<file path="src/rtl/pkt_stream_arb.sv">
// pkt_stream_arb: round-robin packet arbiter serializing hdr, len, payload, crc onto one byte stream.
// Define PKT_STREAM_ARB_LEN_CLAMP_EN to clamp latched lengths above MAX_LEN.
module pkt_stream_arb #(
    parameter int NREQ    = 4,
    parameter int MAX_LEN = 16
) (
    input  logic                 clock_i,
    input  logic                 reset_i,
    input  logic [NREQ-1:0]      req_i,
    input  logic [NREQ-1:0]      vld_i,
    input  logic                 ovr_i,
    input  logic [NREQ-1:0][7:0] hdr_i,
    input  logic [NREQ-1:0][7:0] len_i,
    input  logic [NREQ-1:0][7:0] crc_i,
    input  logic [NREQ-1:0][7:0] pl_data_i,
    output logic [NREQ-1:0]      pl_rd_o,
    output logic [NREQ-1:0]      gnt_o,
    output logic [7:0]           out_data_o,
    output logic                 out_valid_o,
    input  logic                 out_ready_i,
    output logic                 out_sop_o,
    output logic                 out_eop_o,
    output logic                 done_o
);
    localparam int IW = $clog2(NREQ);

    if (NREQ < 2 || NREQ > 8 || MAX_LEN < 1 || MAX_LEN > 255) begin : g_bad_param
        $error("pkt_stream_arb: parameter out of range");
    end

    typedef enum logic [2:0] {IDLE, HDR, LEN, PAY, CRC} state_t;

    state_t          state_q;
    logic [IW-1:0]   win_q, last_q, win_d;
    logic [7:0]      hdr_q, len_q, crc_q, cnt_q, len_d;
    logic [NREQ-1:0] gnt_q, elig;
    logic            done_q, any_d;

    // Highest-priority eligible requester is the first one after last_q; override beats the pointer.
    always_comb begin
        elig  = req_i & vld_i;
        any_d = |elig;
        win_d = '0;
        for (int k = NREQ; k >= 1; k--)
            if (elig[(int'(last_q) + k) % NREQ]) win_d = IW'((int'(last_q) + k) % NREQ);
        if (ovr_i && req_i[0]) begin
            win_d = '0;
            any_d = 1'b1;
        end
`ifdef PKT_STREAM_ARB_LEN_CLAMP_EN
        len_d = (len_i[win_d] > 8'(MAX_LEN)) ? 8'(MAX_LEN) : len_i[win_d];
`else
        len_d = len_i[win_d];
`endif
    end

    always_ff @(posedge clock_i) begin
        if (reset_i) begin
            state_q <= IDLE;
            win_q   <= '0;
            last_q  <= IW'(NREQ - 1);
            hdr_q   <= '0;
            len_q   <= '0;
            crc_q   <= '0;
            cnt_q   <= '0;
            gnt_q   <= '0;
            done_q  <= 1'b0;
        end else begin
            done_q <= (state_q == CRC) && out_ready_i;
            case (state_q)
                IDLE: if (any_d) begin
                    win_q   <= win_d;
                    last_q  <= win_d;
                    hdr_q   <= hdr_i[win_d];
                    len_q   <= len_d;
                    crc_q   <= crc_i[win_d];
                    gnt_q   <= NREQ'(1) << win_d;
                    cnt_q   <= '0;
                    state_q <= HDR;
                end
                HDR: if (out_ready_i) state_q <= LEN;
                LEN: if (out_ready_i) state_q <= (len_q == 8'd0) ? CRC : PAY;
                PAY: if (out_ready_i) begin
                    cnt_q <= cnt_q + 8'd1;
                    if (cnt_q == len_q - 8'd1) begin
                        cnt_q   <= '0;
                        state_q <= CRC;
                    end
                end
                CRC: if (out_ready_i) begin
                    gnt_q   <= '0;
                    state_q <= IDLE;
                end
                default: state_q <= IDLE;
            endcase
        end
    end

    assign out_valid_o = state_q != IDLE;
    assign out_sop_o   = state_q == HDR;
    assign out_eop_o   = state_q == CRC;
    assign out_data_o  = (state_q == HDR) ? hdr_q :
                         (state_q == LEN) ? len_q :
                         (state_q == PAY) ? pl_data_i[win_q] :
                         (state_q == CRC) ? crc_q : 8'd0;
    assign pl_rd_o     = ((state_q == PAY) && out_ready_i) ? gnt_q : '0;
    assign gnt_o       = gnt_q;
    assign done_o      = done_q;
endmodule

</file>
<file path="config.mk">
export PLATFORM = sky130hd
export DESIGN_NAME = pkt_stream_arb
export DESIGN_NICKNAME = d
export VERILOG_FILES = /design/src/rtl/pkt_stream_arb.sv
export SDC_FILE = /design/constraint.sdc
export NUM_CORES = 1
export LEC_CHECK = 0
export ABC_AREA = 1
export BUFFER_PORTS_ARGS = -buffer_cell sky130_fd_sc_hd__buf_2
export CELL_PAD_IN_SITES_DETAIL_PLACEMENT = 1
export CELL_PAD_IN_SITES_GLOBAL_PLACEMENT = 1
export CORE_MARGIN = 4
export CORE_UTILIZATION = 31
export DETAILED_ROUTE_END_ITERATION = 8
export HOLD_SLACK_MARGIN = 0.03
export PLACE_DENSITY = 0.84
export REMOVE_ABC_BUFFERS = 1
export SLEW_MARGIN = 10
export SYNTH_ARGS = -nofsm -noshare
export SYNTH_HDL_FRONTEND = slang
export SYNTH_SLANG_ARGS = --single-unit
</file>
<file path="constraint.sdc">
create_clock -name clock_i -period 2.6 [get_ports clock_i]
set_clock_uncertainty 0.2 [all_clocks]
set_input_delay 0.39 -clock clock_i [delete_from_list [all_inputs] [get_ports clock_i]]
set_output_delay 0.39 -clock clock_i [all_outputs]
set_load 0.05 [all_outputs]
</file>
==> impl_metrics.env, run 1 <==
export IMPL_min_period_over_period=0.978
export IMPL_pwr_share_comb=0.733
export IMPL_total_leakage_power_nw=2.16
export IMPL_critPathBufInv=2
export IMPL_routed_wl_mm=13.8
export IMPL_fin_util=0.432
export IMPL_numCtsBuffers=5
export IMPL_grt_overflow_total=0
export IMPL_die_width_um=113
export IMPL_syn2layout_area_growth_pct=33.4
export IMPL_pin_count=160
export IMPL_busiest_layer="met2"
export IMPL_ys_top_cells_by_count="nand2_1, nor2_1, nand3_1"
export IMPL_cts_sinks=44
export IMPL_ant_nets=0
export IMPL_place_ws_ns=0.151
export IMPL_critPathMaxStageDelay_ns=0.39
export IMPL_hold_viol=0
export IMPL_startpoint_type="register"
export IMPL_power_mw=6.20
export IMPL_rr_startpoint="last_q[0]"
export IMPL_core_mm2=0.0105
export IMPL_maxSlewHeadroom=0.734
export IMPL_synth_seq_area_share=0.259
export IMPL_vias=4470
export IMPL_root_buffer="clkbuf_8"
export IMPL_path_depth=6
export IMPL_power_internal_mw=2.64
export IMPL_grt_util_met2=0.376
export IMPL_dieArea_mm2=0.0127
export IMPL_maxSlewViolCount=0
export IMPL_crit_required_ns=2.01
export IMPL_grt_max_degree=57
export IMPL_yosys_register_bits=44
export IMPL_crit_chain="clkinvlp_4 > nor2_1 > o32ai_2 > a22oi_1 > o211ai_1 > buf_4"
export IMPL_cp_top_family="compound AO/OA/AOI/OAI gates"
export IMPL_drc=0
export IMPL_num_fill_cells=1479
export IMPL_p_sw_frac=0.573
export IMPL_grt_util_met3=0.0374
export IMPL_clk_path_buf_depth=2
export IMPL_async_flop_share=0
export IMPL_grt_pass1_vias=4712
export IMPL_hold_depth=5
export IMPL_cts_clk_slew_worst_paths_ns=0.09
export IMPL_endpoint_kind="primary output"
export IMPL_status="completed"
export IMPL_yosysTopAreaCellShare=0.259
export IMPL_instances_no_fill=854
export IMPL_cts_max_level=2
export IMPL_final_nets=861
export IMPL_drive_gt1_frac=0.290
export IMPL_start_util=0.324
export IMPL_synth_area_leaders="dfxtp_1, nand3_1, nand2_1, nor2_1, nand4_1"
export IMPL_synth_edff_count=0
export IMPL_place_gp_congestion=0.912
export IMPL_io_buffers=159
export IMPL_fp_row_count=37
export IMPL_holdWs_ns=0.197
export IMPL_crit_arrival_ns=1.95
export IMPL_syn_avg_cell_area_um2=6.01
export IMPL_synth_cells=566
export IMPL_path_class="register to primary output"
export IMPL_synth_distinct_cells=28
export IMPL_hold_buffers=0
export IMPL_tightestPinTransition_ns=0.398
export IMPL_hold_class="primary input to register"
export IMPL_antenna_found_initial=1
export IMPL_die_y_um=113
export IMPL_max_cap_violations=0
export IMPL_final_setup_worst_slack_ns=0.0567
export IMPL_cts_tree="yes"
export IMPL_critPathSlowestCell="dfxtp_1"
export IMPL_yosys_warnings=0
export IMPL_detail_route_wl_per_cell_um=16.1
export IMPL_n_antenna_cell=0
export IMPL_p_per_area_mw_per_mm2=1370
export IMPL_firstDrtPassIters=4
export IMPL_switchingPower_mw=3.55
export IMPL_gr_usage_all_layers=0.213
export IMPL_grt_pass1_wl_mm=22.5
export IMPL_post_route_min_period_ns=2.54
export IMPL_min_from="len_i[15]"
export IMPL_dp_hpwl_mm=11.0
export IMPL_synth_area_mm2=0.00340
export IMPL_yosysMostFrequentCell="nand2_1"
export IMPL_gr_usage_met1=0.261
export IMPL_vias_per_cell=5.23
export IMPL_yosys_most_used_dff="dfxtp_1"
export IMPL_crit_fanout=14
export IMPL_crit_start="win_q[0]"
export IMPL_setup_viol_count_final=0
export IMPL_fmax_ghz=0.393
export IMPL_ir_worst_vdd_mv=0.575
export IMPL_drt_iter0_drc=163
export IMPL_clock_latency_ns=0.30
export IMPL_ff2ff_path_depth=16
export IMPL_placed_cells=840
export IMPL_p_clk_frac=0.068
export IMPL_p_seq_frac=0.200
export IMPL_yosysTopAreaCell="dfxtp_1"
==> sequential cells by signal, indices dropped and copies added, names as in the netlist <==
| name | flops |
|---|---|
| crc_q | 8 |
| hdr_q | 8 |
| len_q | 8 |
| state_q | 3 |
| last_q | 2 |
| cnt_q | 8 |
| done_o | 1 |
| win_q | 2 |
| gnt_o | 4 |
==> worst paths after layout <==
path | to | slack [ns]
setup reg to reg | len_q[4] | 0.26
hold reg to reg | gnt_o[3] | 0.32
setup / recovery | out_data_o[5] | 0.06
hold / removal | len_q[7] | 0.20
==> per-layer routing <==
layer | share of wire | vias up
li1 | - | 2215
met1 | 0.41 | 2079
met2 | 0.49 | 147
met3 | 0.069 | 27
met4 | 0.029 | 2
met5 | 0.00087 | -
==> power groups by stage <==
stage / logic [mW] / clock network [mW] / registers (mW)
after floorplan: 2.88 / 0 / 1.23
after global placement: 4.14 / 0 / 1.22
after detailed placement: 4.36 / 0 / 1.23
after CTS: 4.39 / 0.434 / 1.22
after global routing: 5.09 / 0.466 / 1.28
final: 4.54 / 0.419 / 1.24
==> worst reg2reg max path: stages, from the launching register on <==
cell,delay (ns)
dfxtp_1,0.46
inv_2,0.11
nand2_1,0.07
nand2_1,0.09
inv_2,0.07
nand2_1,0.06
nand2_1,0.09
inv_1,0.07
nand3_1,0.08
nand2_1,0.07
inv_2,0.11
nand2_8,0.20
buf_4,0.25
nand3_1,0.06
nand3_1,0.09
nor2_1,0.10
nor2_1,0.04
==> placed cells by master (no fill, tap or decap), types with 9 or more instances in the layout <==
master | synthesis | layout
buf_2 | 14 | 155
nand2_1 | 118 | 118
nor2_1 | 100 | 98
nand3_1 | 92 | 92
dfxtp_1 | 44 | 43
o21ai_0 | 35 | 35
nand4_1 | 34 | 34
inv_1 | 32 | 31
buf_4 | 5 | 18
a21oi_1 | 14 | 14
xor2_1 | 11 | 11
o211ai_1 | 9 | 9
==> final cells by class <==
cell class | instances | area, um2 | area share
Clock buffer | 5 | 68.8 | 0.0152
Clock inverter | 2 | 12.5 | 0.00276
Inverter | 37 | 143 | 0.0314
Multi-Input combinational cell | 452 | 2280 | 0.502
Sequential cell | 44 | 882 | 0.194
Tap cell | 136 | 170 | 0.0375
Timing Repair Buffer | 178 | 986 | 0.217
==> timing repair <==
| action | in CTS | in global routing |
|---|---|---|
| pin swaps | 0 | 3 |
| gates resized for setup | 3 | 12 |
| setup endpoints to repair | 5 | 28 |
| buffers inserted | 0 | 6 |
| cloned | 0 | 1 |
==> cell families (layout without fill, tap and decap cells) <==
kind of cell | count (synthesis) | after routing | share of synthesized area
xor+xnor | 16 | 16 | 0.0412
simple gates | 359 | 360 | 0.471
compound gates | 73 | 73 | 0.127
fa+ha+maj | 3 | 3 | 0.0110
buf+inv | 71 | 222 | 0.0912
flops | 44 | 44 | 0.259
==> per-stage QoR <==
step           cell area (um2)  TNS (ns)
6_report                  4540         0
5_1_grt                   4540   -0.0514
4_1_cts                   4410         0
3_5_place_dp              4320         0
3_3_place_gp              4320         0
2_1_floorplan             3230    -0.700
Power figures use the tool's default switching activity.
==> inputs of run 2 (changes only) <==
CORE_UTILIZATION = 32   (was 31)
CTS_BUF_LIST = sky130_fd_sc_hd__clkbuf_4 sky130_fd_sc_hd__clkbuf_8   (was not set)
PLACE_DENSITY = 0.87   (was 0.84)
==> run 2 against run 1 <==
Net effect: cell area is 0.72% lower; sequential share of layout area is 0.22 points higher; sequential power barely moved; core utilization rose by 0.46 points; power about the same; worst setup slack better by 0.0078 ns; critical endpoint unchanged; first-iteration DRC count grew 16%; non-clock buffer count decreased by 5; die area down 2.9%; clock-buffer cell count up 3; via count fell by 0.63%; cell count decreased by 0.59%.
==> impl_metrics.env, run 2 (same netlist as run 1, synthesis figures left out) <==
export IMPL_status="completed"
export IMPL_p_seq_frac=0.201
export IMPL_cts_tree="yes"
export IMPL_crit_start="win_q[0]"
export IMPL_holdWs_ns=0.188
export IMPL_grt_pass1_vias=4689
export IMPL_r2r_slack_ns=0.17
export IMPL_switchingPower_mw=3.52
export IMPL_firstDrtPassIters=4
export IMPL_endpoint_kind="primary output"
export IMPL_startpoint_type="register"
export IMPL_pwr_share_comb=0.722
export IMPL_ff2ff_path_depth=16
export IMPL_clk_path_buf_depth=2
export IMPL_gr_usage_all_layers=0.212
export IMPL_r2r_end="len_q[4]"
export IMPL_root_buffer="clkbuf_8"
export IMPL_maxSlewHeadroom=0.695
export IMPL_post_route_min_period_ns=2.54
export IMPL_path_class="register to primary output"
export IMPL_crit_required_ns=2.01
export IMPL_die_width_um=111
export IMPL_max_cap_violations=0
export IMPL_power_internal_mw=2.68
export IMPL_placed_cells=839
export IMPL_grt_overflow_total=0
export IMPL_drive_gt1_frac=0.283
export IMPL_layout_commonest_cell="buf_2"
export IMPL_setup_viol_count_final=0
export IMPL_p_clk_frac=0.077
export IMPL_routed_wl_mm=13.7
export IMPL_hold_class="primary input to register"
export IMPL_ant_nets=0
export IMPL_n_antenna_cell=0
export IMPL_detail_route_wl_per_cell_um=16.1
export IMPL_total_leakage_power_nw=2.15
export IMPL_vias=4442
export IMPL_cts_clk_slew_worst_paths_ns=0.08
export IMPL_place_gp_congestion=0.858
export IMPL_cts_max_level=2
export IMPL_layout_common_cells="buf_2, nand2_1, nor2_1"
export IMPL_crit_arrival_ns=1.95
export IMPL_maxSlewViolCount=0
export IMPL_core_mm2=0.0103
export IMPL_crit_fanout=16
export IMPL_instances_no_fill=849
export IMPL_die_y_um=111
export IMPL_worstSetupEndpoint="out_data_o[5]"
export IMPL_syn2layout_area_growth_pct=32.4
export IMPL_io_buffers=159
export IMPL_p_sw_frac=0.567
export IMPL_p_per_area_mw_per_mm2=1380
export IMPL_clock_latency_ns=0.30
export IMPL_grt_max_degree=41
export IMPL_fmax_ghz=0.394
export IMPL_vias_per_cell=5.23
export IMPL_dp_hpwl_mm=10.6
export IMPL_drc=0
export IMPL_cts_sinks=44
export IMPL_antenna_found_initial=0
export IMPL_drt_iter0_drc=189
export IMPL_ir_worst_vdd_mv=0.505
export IMPL_numCtsBuffers=5
export IMPL_tightestPinTransition_ns=0.458
export IMPL_pin_count=160
export IMPL_grt_pass1_wl_mm=22.1
export IMPL_dieArea_mm2=0.0123
export IMPL_final_setup_tns_ns=0
export IMPL_rr_startpoint="last_q[0]"
export IMPL_final_nets=855
export IMPL_start_util=0.330
export IMPL_final_area_mm2=0.00451
export IMPL_place_area_mm2=0.00433
export IMPL_hold_viol=0
export IMPL_min_period_over_period=0.975
export IMPL_fp_row_count=37
run 2: metrics by stage:
step | power (mW) | util | setup WS [ns]
2_1_floorplan | 4.11 | - | -0.117
3_3_place_gp | 5.37 | 0.419 | 0.289
3_5_place_dp | 5.57 | 0.419 | 0.203
4_1_cts | 6.10 | 0.430 | 0.0357
5_1_grt | 6.76 | 0.437 | -0.00834
6_report | 6.20 | 0.437 | 0.0645
run 2: critical path, stage by stage (launching register included):
cell,delay [ns]
dfxtp_4,0.39
clkinvlp_4,0.06
buf_4,0.19
nor2_1,0.06
o32ai_1,0.35
a22oi_1,0.13
o211ai_1,0.14
buf_2,0.31
run 2: final cells by class:
type / count / area (um2)
Fill cell: 1457 / 5820
Inverter: 37 / 145
Clock buffer: 8 / 97.6
Sequential cell: 44 / 886
Timing Repair Buffer: 173 / 961
Multi-Input combinational cell: 451 / 2250
Tap cell: 136 / 170
run 2: power by group through the flow:
stage	registers, mW	clock network, mW	logic (mW)
2_1_floorplan	1.23	0	2.88
3_3_place_gp	1.22	0	4.15
3_5_place_dp	1.24	0	4.33
4_1_cts	1.23	0.486	4.38
5_1_grt	1.29	0.503	4.97
6_report	1.25	0.477	4.48
run 2: worst min path at each step:
stage / from / end / slack (ns) / cells after the start
6_report: len_i[15] / len_q[7] / 0.19 / 5
5_1_grt: reset_i / gnt_o[1] / 0.20 / 2
4_1_cts: reset_i / state_q[0] / 0.18 / 2
3_5_place_dp: gnt_o[3] / gnt_o[3] / 0.31 / 2
3_3_place_gp: state_q[0] / state_q[0] / 0.29 / 2
2_1_floorplan: reset_i / gnt_o[0] / 0.26 / 1
run 2: routing by layer:
metal | up-vias | GRT usage | part of all wire
li1 | 2204 | - | -
met1 | 2071 | 0.264 | 0.44
met2 | 143 | 0.371 | 0.48
met3 | 24 | 0.0349 | 0.053
met4 | 0 | 0.0730 | 0.024
met5 | - | 0 | 0
run 2: repair_timing:
item | in CTS | in global routing
pin swaps | 0 | 1
buffers inserted | 1 | 1
setup endpoints to repair | 8 | 10
resized for setup | 2 | 14
hold buffers | 0 | 0
